<file path="config.mk">
export PLATFORM = sky130hd
export DESIGN_NAME = toast_imem_loader
export DESIGN_NICKNAME = d
export VERILOG_FILES = /design/src/rtl/toast_imem_loader.sv
export SDC_FILE = /design/constraint.sdc
export NUM_CORES = 1
export LEC_CHECK = 0
export CAP_MARGIN = 10
export CORE_MARGIN = 2
export CORE_UTILIZATION = 32
export CTS_CLUSTER_DIAMETER = 150
export DETAILED_ROUTE_END_ITERATION = 12
export GPL_ROUTABILITY_DRIVEN = 0
export GPL_TIMING_DRIVEN = 0
export PLACE_DENSITY = 0.6
export SLEW_MARGIN = 40
export SYNTH_ARGS = -nofsm -noshare
export SYNTH_HDL_FRONTEND = slang
export SYNTH_SLANG_ARGS = --single-unit
</file>
<file path="constraint.sdc">
create_clock -name i_clk -period 6.3 [get_ports i_clk]
set_input_delay 1.26 -clock i_clk [delete_from_list [all_inputs] [get_ports i_clk]]
set_output_delay 1.26 -clock i_clk [all_outputs]
set_load 0.01 [all_outputs]
</file>
<file path="src/rtl/toast_imem_loader.sv">
// Instruction-memory loader: turns RAW / LI / END commands into IMEM writes and holds the core in reset until END.
// Optional single-word LI expansion is enabled by defining TOAST_LI_COMPRESS_EN.
module toast_imem_loader #(
  parameter int IMEM_DEPTH = 1024,
  parameter int ADDR_W     = $clog2(IMEM_DEPTH),
  parameter int BASE_ADDR  = 0
) (
  input  logic              i_clk,
  input  logic              i_rst,
  input  logic              i_cmd_valid,
  output logic              o_cmd_ready,
  input  logic [1:0]        i_cmd_op,
  input  logic [4:0]        i_cmd_rd,
  input  logic [31:0]       i_cmd_data,
  output logic              o_imem_we,
  output logic [ADDR_W-1:0] o_imem_addr,
  output logic [31:0]       o_imem_wdata,
  output logic              o_core_rst,
  output logic              o_done,
  output logic              o_overflow,
  output logic [ADDR_W:0]   o_word_count
);

`ifdef TOAST_LI_COMPRESS_EN
  localparam bit LI_COMPRESS = 1'b1;
`else
  localparam bit LI_COMPRESS = 1'b0;
`endif

  localparam logic [1:0]        OP_LI      = 2'b01;
  localparam logic [1:0]        OP_END     = 2'b10;
  localparam logic [ADDR_W:0]   FULL_COUNT = (ADDR_W+1)'(IMEM_DEPTH);
  localparam logic [ADDR_W-1:0] BASE       = ADDR_W'(BASE_ADDR);

  typedef enum logic [2:0] {IDLE, WR_RAW, WR_LUI, WR_ADDI, DONE} state_e;

  state_e            state_q, state_d;
  logic [4:0]        rd_q, rd_d;
  logic [31:0]       data_q, data_d;
  logic [ADDR_W-1:0] addr_q, addr_d;
  logic [ADDR_W:0]   count_q, count_d;
  logic              overflow_q, overflow_d;

  logic              write_state;
  logic              full;
  logic              commit;
  logic [19:0]       li_hi;
  logic              li_k_zero;
  logic              li_lo_zero;

  // Upper 20 bits of k = imm - sext(imm[11:0]); the low 12 bits of k are always
  // zero, so k[31:12] is imm[31:12] plus one when the low immediate is negative.
  function automatic logic [19:0] li_upper(input logic [31:0] imm);
    return imm[31:12] + {19'd0, imm[11]};
  endfunction

  assign li_hi      = li_upper(data_q);
  assign li_k_zero  = LI_COMPRESS && (li_hi == 20'd0);
  assign li_lo_zero = LI_COMPRESS && (data_q[11:0] == 12'd0);
  assign full       = (count_q == FULL_COUNT);

  always_comb begin
    // NOTE: every signal assigned in a combinational block gets a default first so no latch is inferred.
    state_d = state_q;
    rd_d    = rd_q;
    data_d  = data_q;
    case (state_q)
      IDLE: begin
        if (i_cmd_valid) begin
          rd_d   = i_cmd_rd;
          data_d = i_cmd_data;
          if (i_cmd_op == OP_END) begin
            state_d = DONE;
          end else if (i_cmd_op == OP_LI) begin
            state_d = (LI_COMPRESS && (li_upper(i_cmd_data) == 20'd0)) ? WR_ADDI : WR_LUI;
          end else begin
            state_d = WR_RAW;
          end
        end
      end
      WR_RAW:  state_d = IDLE;
      WR_LUI:  state_d = li_lo_zero ? IDLE : WR_ADDI;
      WR_ADDI: state_d = IDLE;
      DONE:    state_d = DONE;
      default: state_d = IDLE;
    endcase
  end

  always_comb begin
    write_state  = (state_q == WR_RAW) || (state_q == WR_LUI) || (state_q == WR_ADDI);
    commit       = write_state && !full;
    o_imem_wdata = 32'd0;
    case (state_q)
      WR_RAW:  o_imem_wdata = data_q;
      WR_LUI:  o_imem_wdata = {li_hi, rd_q, 7'b0110111};
      WR_ADDI: o_imem_wdata = {data_q[11:0], (li_k_zero ? 5'd0 : rd_q), 3'b000, rd_q, 7'b0010011};
      default: o_imem_wdata = 32'd0;
    endcase

    addr_d     = addr_q;
    count_d    = count_q;
    overflow_d = overflow_q;
    if (commit) begin
      addr_d  = addr_q + ADDR_W'(1);
      count_d = count_q + (ADDR_W+1)'(1);
    end
    if (write_state && full) begin
      overflow_d = 1'b1;
    end
  end

  always_ff @(posedge i_clk or posedge i_rst) begin
    if (i_rst) begin
      state_q    <= IDLE;
      rd_q       <= 5'd0;
      data_q     <= 32'd0;
      addr_q     <= BASE;
      count_q    <= '0;
      overflow_q <= 1'b0;
    end else begin
      // NOTE: non-blocking assignments so every register samples pre-edge values.
      state_q    <= state_d;
      rd_q       <= rd_d;
      data_q     <= data_d;
      addr_q     <= addr_d;
      count_q    <= count_d;
      overflow_q <= overflow_d;
    end
  end

  assign o_cmd_ready  = (state_q == IDLE);
  assign o_imem_we    = commit;
  assign o_imem_addr  = addr_q;
  assign o_core_rst   = (state_q != DONE);
  assign o_done       = (state_q == DONE);
  assign o_overflow   = overflow_q;
  assign o_word_count = count_q;

endmodule

</file>
---- Yosys cells after proc, flatten, opt, wreduce, memory -nomap -nowiden ----
Cells that the tools add are included.
operators by class
  add/subtract/negate cells ............... 3
  eq/ne operators ......................... 9
  mux-type cells .......................... 5
  reductions and logical operators ........ 7
operators by type and width
  operator                                                         count
  32-bit one-hot mux with 3 select lines                           1
  20-bit by 1-bit adder with 20-bit output                         1
  11-bit by 1-bit adder with 11-bit output, second input constant  1
  11-bit == test, second input constant                            1
  10-bit by 1-bit adder with 10-bit output, second input constant  1
  3-bit one-hot mux with 3 select lines                            1
  3-bit by 2-bit == test with 1-bit output, second input constant  2
  3-bit 2-to-1 mux                                                 2
  3-bit by 1-bit == test with 1-bit output, second input constant  1
  3-bit == test, second input constant                             1
  3-bit logical NOT                                                1
  3-bit != test, second input constant                             1
  2-bit by 1-bit == test with 1-bit output, second input constant  1
  2-bit == test, second input constant                             1
  1-bit logical AND                                                2
  1-bit logical OR                                                 2
  2-bit 2-to-1 mux                                                 1
  2-bit != test, second input constant                             1
  2-bit AND reduction                                              1
  1-bit logical NOT                                                1
word-level totals
  flip-flop bits (word level) ............. 62
  input port bits ......................... 42
  output and inout bits ................... 58

---- Logic depth before layout (Yosys ltp) ----
Gate-level depths: netlist (run 1).
  depth after elaboration ................. 5
  depth in mapped cells ................... 7
  mapped depth without buffers ............ 5

---- Worst setup path before layout (run 1) ----
OpenSTA, ideal clock, no wires.
  path kind ............................... register to output
  start point ............................. reg data_q[11]
  end point ............................... out o_imem_wdata[25]
  data arrival time ....................... 1.974 ns
  setup slack ............................. 3.066 ns
  cell stages (with the launch flop) ...... 7
  buffers on the path ..................... 1
  path through ............................ dfrtp_1 > ha_1 > nand3_2 > or4_1 > buf_2 > or4_1 > o211ai_1
on the way
  longest elaborated chain between the ends .. 2
ends and longest elaborated chain
  what                                      line  RTL
  from (decl)                               39    logic [31:0] data_q, data_d;
  from (signal assigned)                    124   data_q <= data_d;
  20-bit by 1-bit adder with 20-bit output  54    return imm[31:12] + {19'd0, imm[11]};
  32-bit one-hot mux with 3 select lines    93    case (state_q)
  to (decl)                                 17    output logic [31:0] o_imem_wdata,
No other way between the ends.

---- Final worst setup path (run 1) ----
  start point ............................. reg data_q[11]
  end point ............................... out o_imem_wdata[26]
The elaborated chain is that of the path after synthesis.

==> impl_results.md, run 1 <==
* Most frequent cells in the layout: clkdlybuf4s50_1 (99), dfrtp_1 (62), nand2_1 (40), mux2_2 (31), xnor2_1 (21)
* Unrepaired setup endpoints after global routing: false
* Reg2Reg Setup Slack at 4.03 ns
* Inserted Clock Buffers at 9
* Maximum Capacitance Violations at 0
* Nets at 523
* Sequential element share of the synthesized area at 44.0%
* Final antenna-violating net count at 0
* Mean Syn Cell Area at 9.72 um^2
* Diode count at 0
* Clock root cell: clkbuf_8
* Drt total wl at 10.4 mm
* Finished Core Util at 45.5%
* Std cell rows at 38
* Post-CTS setup buffers at 0
* Synthesized netlist cell count at 363
* Hold endpoint: o_imem_addr[9]
* DIE WIDTH at 109 um
* CP Data Arrival Time at 3.20 ns
* PostCTS Resize Cnt at 0
* Post-Synth Adder-Cell Area at 2.48%
* Grt ovf at 0
* Slew headroom at 50.1%
* Syn nets at 412
* Main combinational cell family by area after synthesis: simple AND/OR/NAND/NOR gates
* CTS sink cnt at 62
* Slew Limit Fails at 0
* Multi-input logic area at 1830 um^2
* Synth top area share at 44.0%
* Ys async rst share at 100%
* Synth Area in XOR/XNOR at 6.21%
* Setup violators final at 0
* CTS hold repair buffers at 0
* Reg2Reg Depth at 6
* I/O Buffers at 99
* Startpoint Class: flip-flop
* Syn Std Cell Area at 3530 um^2
* Most common cell after layout, fill and taps aside: clkdlybuf4s50_1
* CTS Buffer Depth at 2
* Number of top-level pins at 100
* Period minus WS final at 4.46 ns
* Cell accounting for the most synthesized area: dfrtp_1
* First-pass GRT wire length at 16.4 mm
* Layout fillers at 1,052
* RR Endpoint: data_q[2]
* Compound-Gate Fraction of Synth Area at 12.2%
* Outcome: complete, no violations
* Period utilization at 70.7%
* Fmax at 224 MHz
* Pin count of the biggest net entering global routing at 41
* Die height at 109 um
* Share of layout cells above drive strength 1 at 12.9%
* Synth top area cells: dfrtp_1 (44%), mux2_2 (9.9%), xnor2_1 (5.2%), nand2_1 (4.3%), a21oi_1 (2.6%)
* Number of remaining DRC errors at 0
* Worst hold path type: reg2reg
* Total power at 2410 uW
* WS Path Type: reg2out
* Synth Register Bits at 62
* Power Density at 491 nW/um^2
* Initial DRC Count at 134
* Setup TNS at 0 ns
* DR WL/cell at 16.9 um
* Via count at 3,237
* Clock Latency Late Sink at 0.34 ns
* Ys Warns at 0
* Drt first pass iters at 5
* Worst reg2reg path startpoint: state_q[0]
* Measured slew at the worst slew-check pin at 0.742 ns
* Clk_skew at 0.00908 ns
* Lkg Pwr at 0.00193 uW
* CP max FO at 8
* Worst vdd ir at 0.192 mV
* Initial antenna violation count at 0
* Yosys cell types at 45
* P&R area growth vs syn at 39.2%
* Final Hold Fails at 0
* TritonCTS clock tree: yes
* Core area at 10,800 um^2
* # H-tree levels at 3
* Hold Path Depth at 1
* Clock-pin slew on the worst setup and hold paths at 0.07 ns
* Mux cell area share after synthesis at 12.2%
* Number of synthesized flops with an enable pin at 0
* Vias in the first global route at 3,172
* CP Capture Type: primary output
* Die Area at 11,900 um^2
* Top FF cell, synth: dfrtp_1
* Vias per cell at 5.23
* Req. time, crit path at 5.04 ns
* Synth Area in Simple Gates at 18.7%
* Hold Startpoint: o_imem_addr[9]
* Detailed placement HPWL at 7.72 mm
* Starting Density at 32.7%
* GRT Total Usage at 18.0%
* Reg area at 1550 um^2
## critical path, cell delays in order, from the launching register on
cell and delay (ns):
dfrtp_1 0.47, ha_1 0.24, nand3_1 0.21, nor4_2 0.74, or4b_1 0.51, o221ai_1 0.11
clkdlybuf4s50_1 0.58
## synthesized netlist by cell type (2+ instances only)
master    instances
a21oi_1          18
a22oi_1           6
a31o_2            2
a31oi_1           2
a41oi_1           2
and2_1            2
and3_1            8
and3b_1           2
and4_1            2
buf_2             7
clkbuf_1         15
dfrtp_1          62
ha_1              7
inv_1            15
mux2_2           31
mux2i_1           8
nand2_1          40
nand2b_1          2
nand3_1          11
nand4_1          11
nor2_1           20
nor2b_1           3
nor3_1            8
nor4_1            5
o211ai_1          8
o21a_1            2
o21ai_0          14
o21bai_1          2
o221ai_1          3
o31a_1            2
o32ai_1           3
or4_1             4
xnor2_1          21
xor2_1            4
## cells by family (layout without fill, tap and decap cells)
family | count (synthesis) | in the layout
flip-flops | 62 | 62
multiplexers | 39 | 39
XOR/XNOR | 25 | 25
AND/OR/NAND/NOR | 126 | 126
AO/OA/AOI/OAI | 66 | 66
adder cells (fa/ha/maj) | 7 | 7
buffers and inverters | 38 | 154
## sequential cells by signal, summed over array words and instances (netlist names)
register      count
data_q           32
o_word_count     11
o_imem_addr      10
rd_q              5
state_q           3
o_overflow        1
## through the flow
step	cell area (um^2)	hold WS [ns]	setup WS (ns)	std cells
after floorplan	3530	0.481	3.07	363
after global placement	4690	0.467	2.33	602
final	4910	0.476	1.84	619
after global routing	4910	0.504	1.73	619
after CTS	4910	0.480	1.88	619
after detailed placement	4720	0.461	2.26	603
## worst max path at each step
stage | startpoint | to | slack [ns] | depth (start not counted)
after CTS | data_q[11] | o_imem_wdata[26] | 1.88 | 6
after floorplan | data_q[11] | o_imem_wdata[25] | 3.07 | 6
after global routing | data_q[11] | o_imem_wdata[26] | 1.73 | 6
after global placement | data_q[11] | o_imem_wdata[26] | 2.33 | 6
after detailed placement | data_q[11] | o_imem_wdata[26] | 2.26 | 6
final | data_q[11] | o_imem_wdata[26] | 1.84 | 6
## cell type report
cell class              count  share of cell area (%)
multi-input cells         263                    37.2
flip-flops and latches     62                    31.6
repair buffers            100                    20.6
well taps                 140                    3.57
clock buffers              10                    2.60
plain buffers              23                    1.94
clock inverters             6                    1.27
inverters                  15                    1.20
## power breakdown
| part | total (uW) | switching, uW | leakage [uW] | internal [uW] |
|---|---|---|---|---|
| Clock | 346 | 164 | 0.000100 | 182 |
| Sequential | 783 | 217 | 0.000765 | 567 |
| Combinational | 1280 | 627 | 0.00106 | 656 |
## routing by layer
layer	track usage, %	wire, um
met4	5.77	140
met3	5.44	929
met5	0	0
met1	23.6	4580
met2	28.3	4790
Note: power is estimated with default switching activity, not from simulation.
==> run 2: changes to the inputs <==
==> constraint.sdc (replaced) <==
create_clock -name i_clk -period 4.3 [get_ports i_clk]
set_input_delay 0.86 -clock i_clk [delete_from_list [all_inputs] [get_ports i_clk]]
set_output_delay 0.86 -clock i_clk [all_outputs]
set_load 0.01 [all_outputs]
==> results of run 2 <==
The final DEF is identical to that of run 1. Status: complete, no violations.
Among the figures that moved: setup slack after placement 2.26 ns -> 0.662 ns; setup slack after layout 1.84 ns -> 0.244 ns; register-to-register setup slack 4.03 ns -> 2.03 ns; total power 2410 uW -> 3540 uW; worst IR drop on VDD 0.192 mV -> 0.281 mV
==> run 3: changes to the inputs <==
--- a/config.mk
+++ b/config.mk
@@ -13,7 +13,6 @@
 export GPL_ROUTABILITY_DRIVEN = 0
 export GPL_TIMING_DRIVEN = 0
 export PLACE_DENSITY = 0.6
-export SLEW_MARGIN = 40
 export SYNTH_ARGS = -nofsm -noshare
 export SYNTH_HDL_FRONTEND = slang
 export SYNTH_SLANG_ARGS = --single-unit
==> impl_results.md, run 3 (synthesis results as in run 1) <==
* Most common cell after layout, fill and taps aside: clkdlybuf4s50_1
* CP max FO at 8
* CP Data Arrival Time at 3.18 ns
* Unrepaired setup endpoints after global routing: false
* GRT Total Usage at 18.1%
* Initial antenna violation count at 0
* Drt total wl at 10.4 mm
* Maximum Capacitance Violations at 0
* # H-tree levels at 3
* Outcome: complete, no violations
* Clk_skew at 0.00822 ns
* CTS hold repair buffers at 0
* Req. time, crit path at 3.44 ns
* CTS Buffer Depth at 2
* Clock-pin slew on the worst setup and hold paths at 0.07 ns
* DR WL/cell at 16.8 um
* NetSw at 1480 uW
* Setup violators final at 0
* Period utilization at 93.9%
* Reg area at 1550 um^2
* Power Density at 721 nW/um^2
* Design Area, Final at 4900 um^2
* Net Sw Frac at 41.8%
* Sequential share of power at 32.4%
* Worst vdd ir at 0.282 mV
* Post-CTS setup buffers at 0
* Die Area at 11,900 um^2
* Die height at 109 um
* Pint at 2060 uW
* Detailed placement HPWL at 7.70 mm
* First-pass GRT wire length at 16.5 mm
* TritonCTS clock tree: yes
* Via count at 3,272
* Worst hold path type: reg2reg
* P&R area growth vs syn at 39.0%
* CP Capture Type: primary output
* Share of layout cells above drive strength 1 at 12.7%
* Layout fillers at 1,059
* Std cell rows at 38
* Core area at 10,800 um^2
* Drt first pass iters at 5
* Fmax at 248 MHz
* Vias per cell at 5.29
* Nets at 523
* Clock Latency Late Sink at 0.34 ns
* Met1 wire length at 4.55 mm
* Final Hold Fails at 0
* Largest Register: data_q
* Met2 wire len at 4.68 mm
* Largest register FFs at 32
* Number of remaining DRC errors at 0
* Slew Limit Fails at 0
* Most frequent cells in the layout: clkdlybuf4s50_1 (99), dfrtp_1 (62), nand2_1 (40), mux2_2 (31), xnor2_1 (21)
* Initial DRC Count at 138
* DIE WIDTH at 109 um
* PostCTS Resize Cnt at 0
* Vias in the first global route at 3,213
* Lkg Pwr at 0.00193 uW
* Setup TNS at 0 ns
* Number of top-level pins at 100
* Final antenna-violating net count at 0
* Area post-placement at 4710 um^2
* Period minus WS final at 4.04 ns
* Starting Density at 32.7%
* Grt ovf at 0
* Measured slew at the worst slew-check pin at 0.988 ns
* CTS sink cnt at 62
* Diode count at 0
* Uppermost layer routed: met4
* Inserted Clock Buffers at 9
* Multi-input logic area at 1820 um^2
* Clk pwr share at 14.3%
* Clock root cell: clkbuf_8
* Slew headroom at 34.0%
* WS Path Type: reg2out
* I/O Buffers at 99
* Pin count of the biggest net entering global routing at 41
* Combinational share of power at 53.3%
* Met3 Wirelength at 928 um
* Startpoint Class: flip-flop
## run 3: cell counts in the layout (fill, tap and decap cells not counted)
Identical to the previous run, type by type.
## run 3: final timing paths
path,cells past startpoint,end,slack [ns],start
max,6,o_imem_wdata[26],0.26,data_q[11]
min,1,o_imem_addr[9],0.48,o_imem_addr[9]
max reg2reg,6,data_q[2],2.01,state_q[0]
min reg2reg,1,o_imem_addr[9],0.48,o_imem_addr[9]
max in group asynchronous,3,data_q[23],2.84,i_rst
min in group asynchronous,2,o_imem_addr[3],0.87,i_rst
## run 3: layout make-up
type	instances	share of cell area (%)
well taps	140	3.57
clock inverters	6	1.28
repair buffers	100	20.6
clock buffers	10	2.60
multi-input cells	263	37.2
inverters	15	1.15
plain buffers	23	1.94
flip-flops and latches	62	31.6
## run 3: metal layers
metal / global-route usage (%) / vias up
met1: 23.8 / 1586
met2: 27.9 / 143
met3: 5.26 / 22
li1: - / 1521
met5: 0 / -
met4: 7.23 / 0
## run 3: worst max-delay path, stage by stage (launching register included)
cell and delay (ns):
dfrtp_1 0.46, ha_1 0.23, nand3_1 0.21, nor4_2 0.74, or4b_1 0.51, o221ai_1 0.10, clkdlybuf4s50_1 0.58
## run 3: power groups by stage
| stage | clock network, uW | logic (uW) | registers (uW) |
|---|---|---|---|
| floorplan | 0 | 1080 | 1070 |
| global placement | 0 | 1850 | 1140 |
| detailed placement | 0 | 1880 | 1150 |
| CTS | 517 | 1890 | 1140 |
| global route | 543 | 2040 | 1190 |
| finish | 504 | 1880 | 1150 |
## run 3: per-stage QoR
| stage | hold WS (ns) | util, % | std cells | total power, uW | setup slack, ns |
|---|---|---|---|---|---|
| after detailed placement | 0.462 | 43.7 | 603 | 3030 | 0.662 |
| after global routing | 0.514 | 45.4 | 619 | 3780 | 0.165 |
| final | 0.477 | 45.4 | 619 | 3530 | 0.264 |
| after floorplan | 0.481 | - | 363 | 2150 | 1.47 |
| after global placement | 0.467 | 43.5 | 602 | 2990 | 0.726 |
| after CTS | 0.486 | 45.4 | 619 | 3550 | 0.273 |
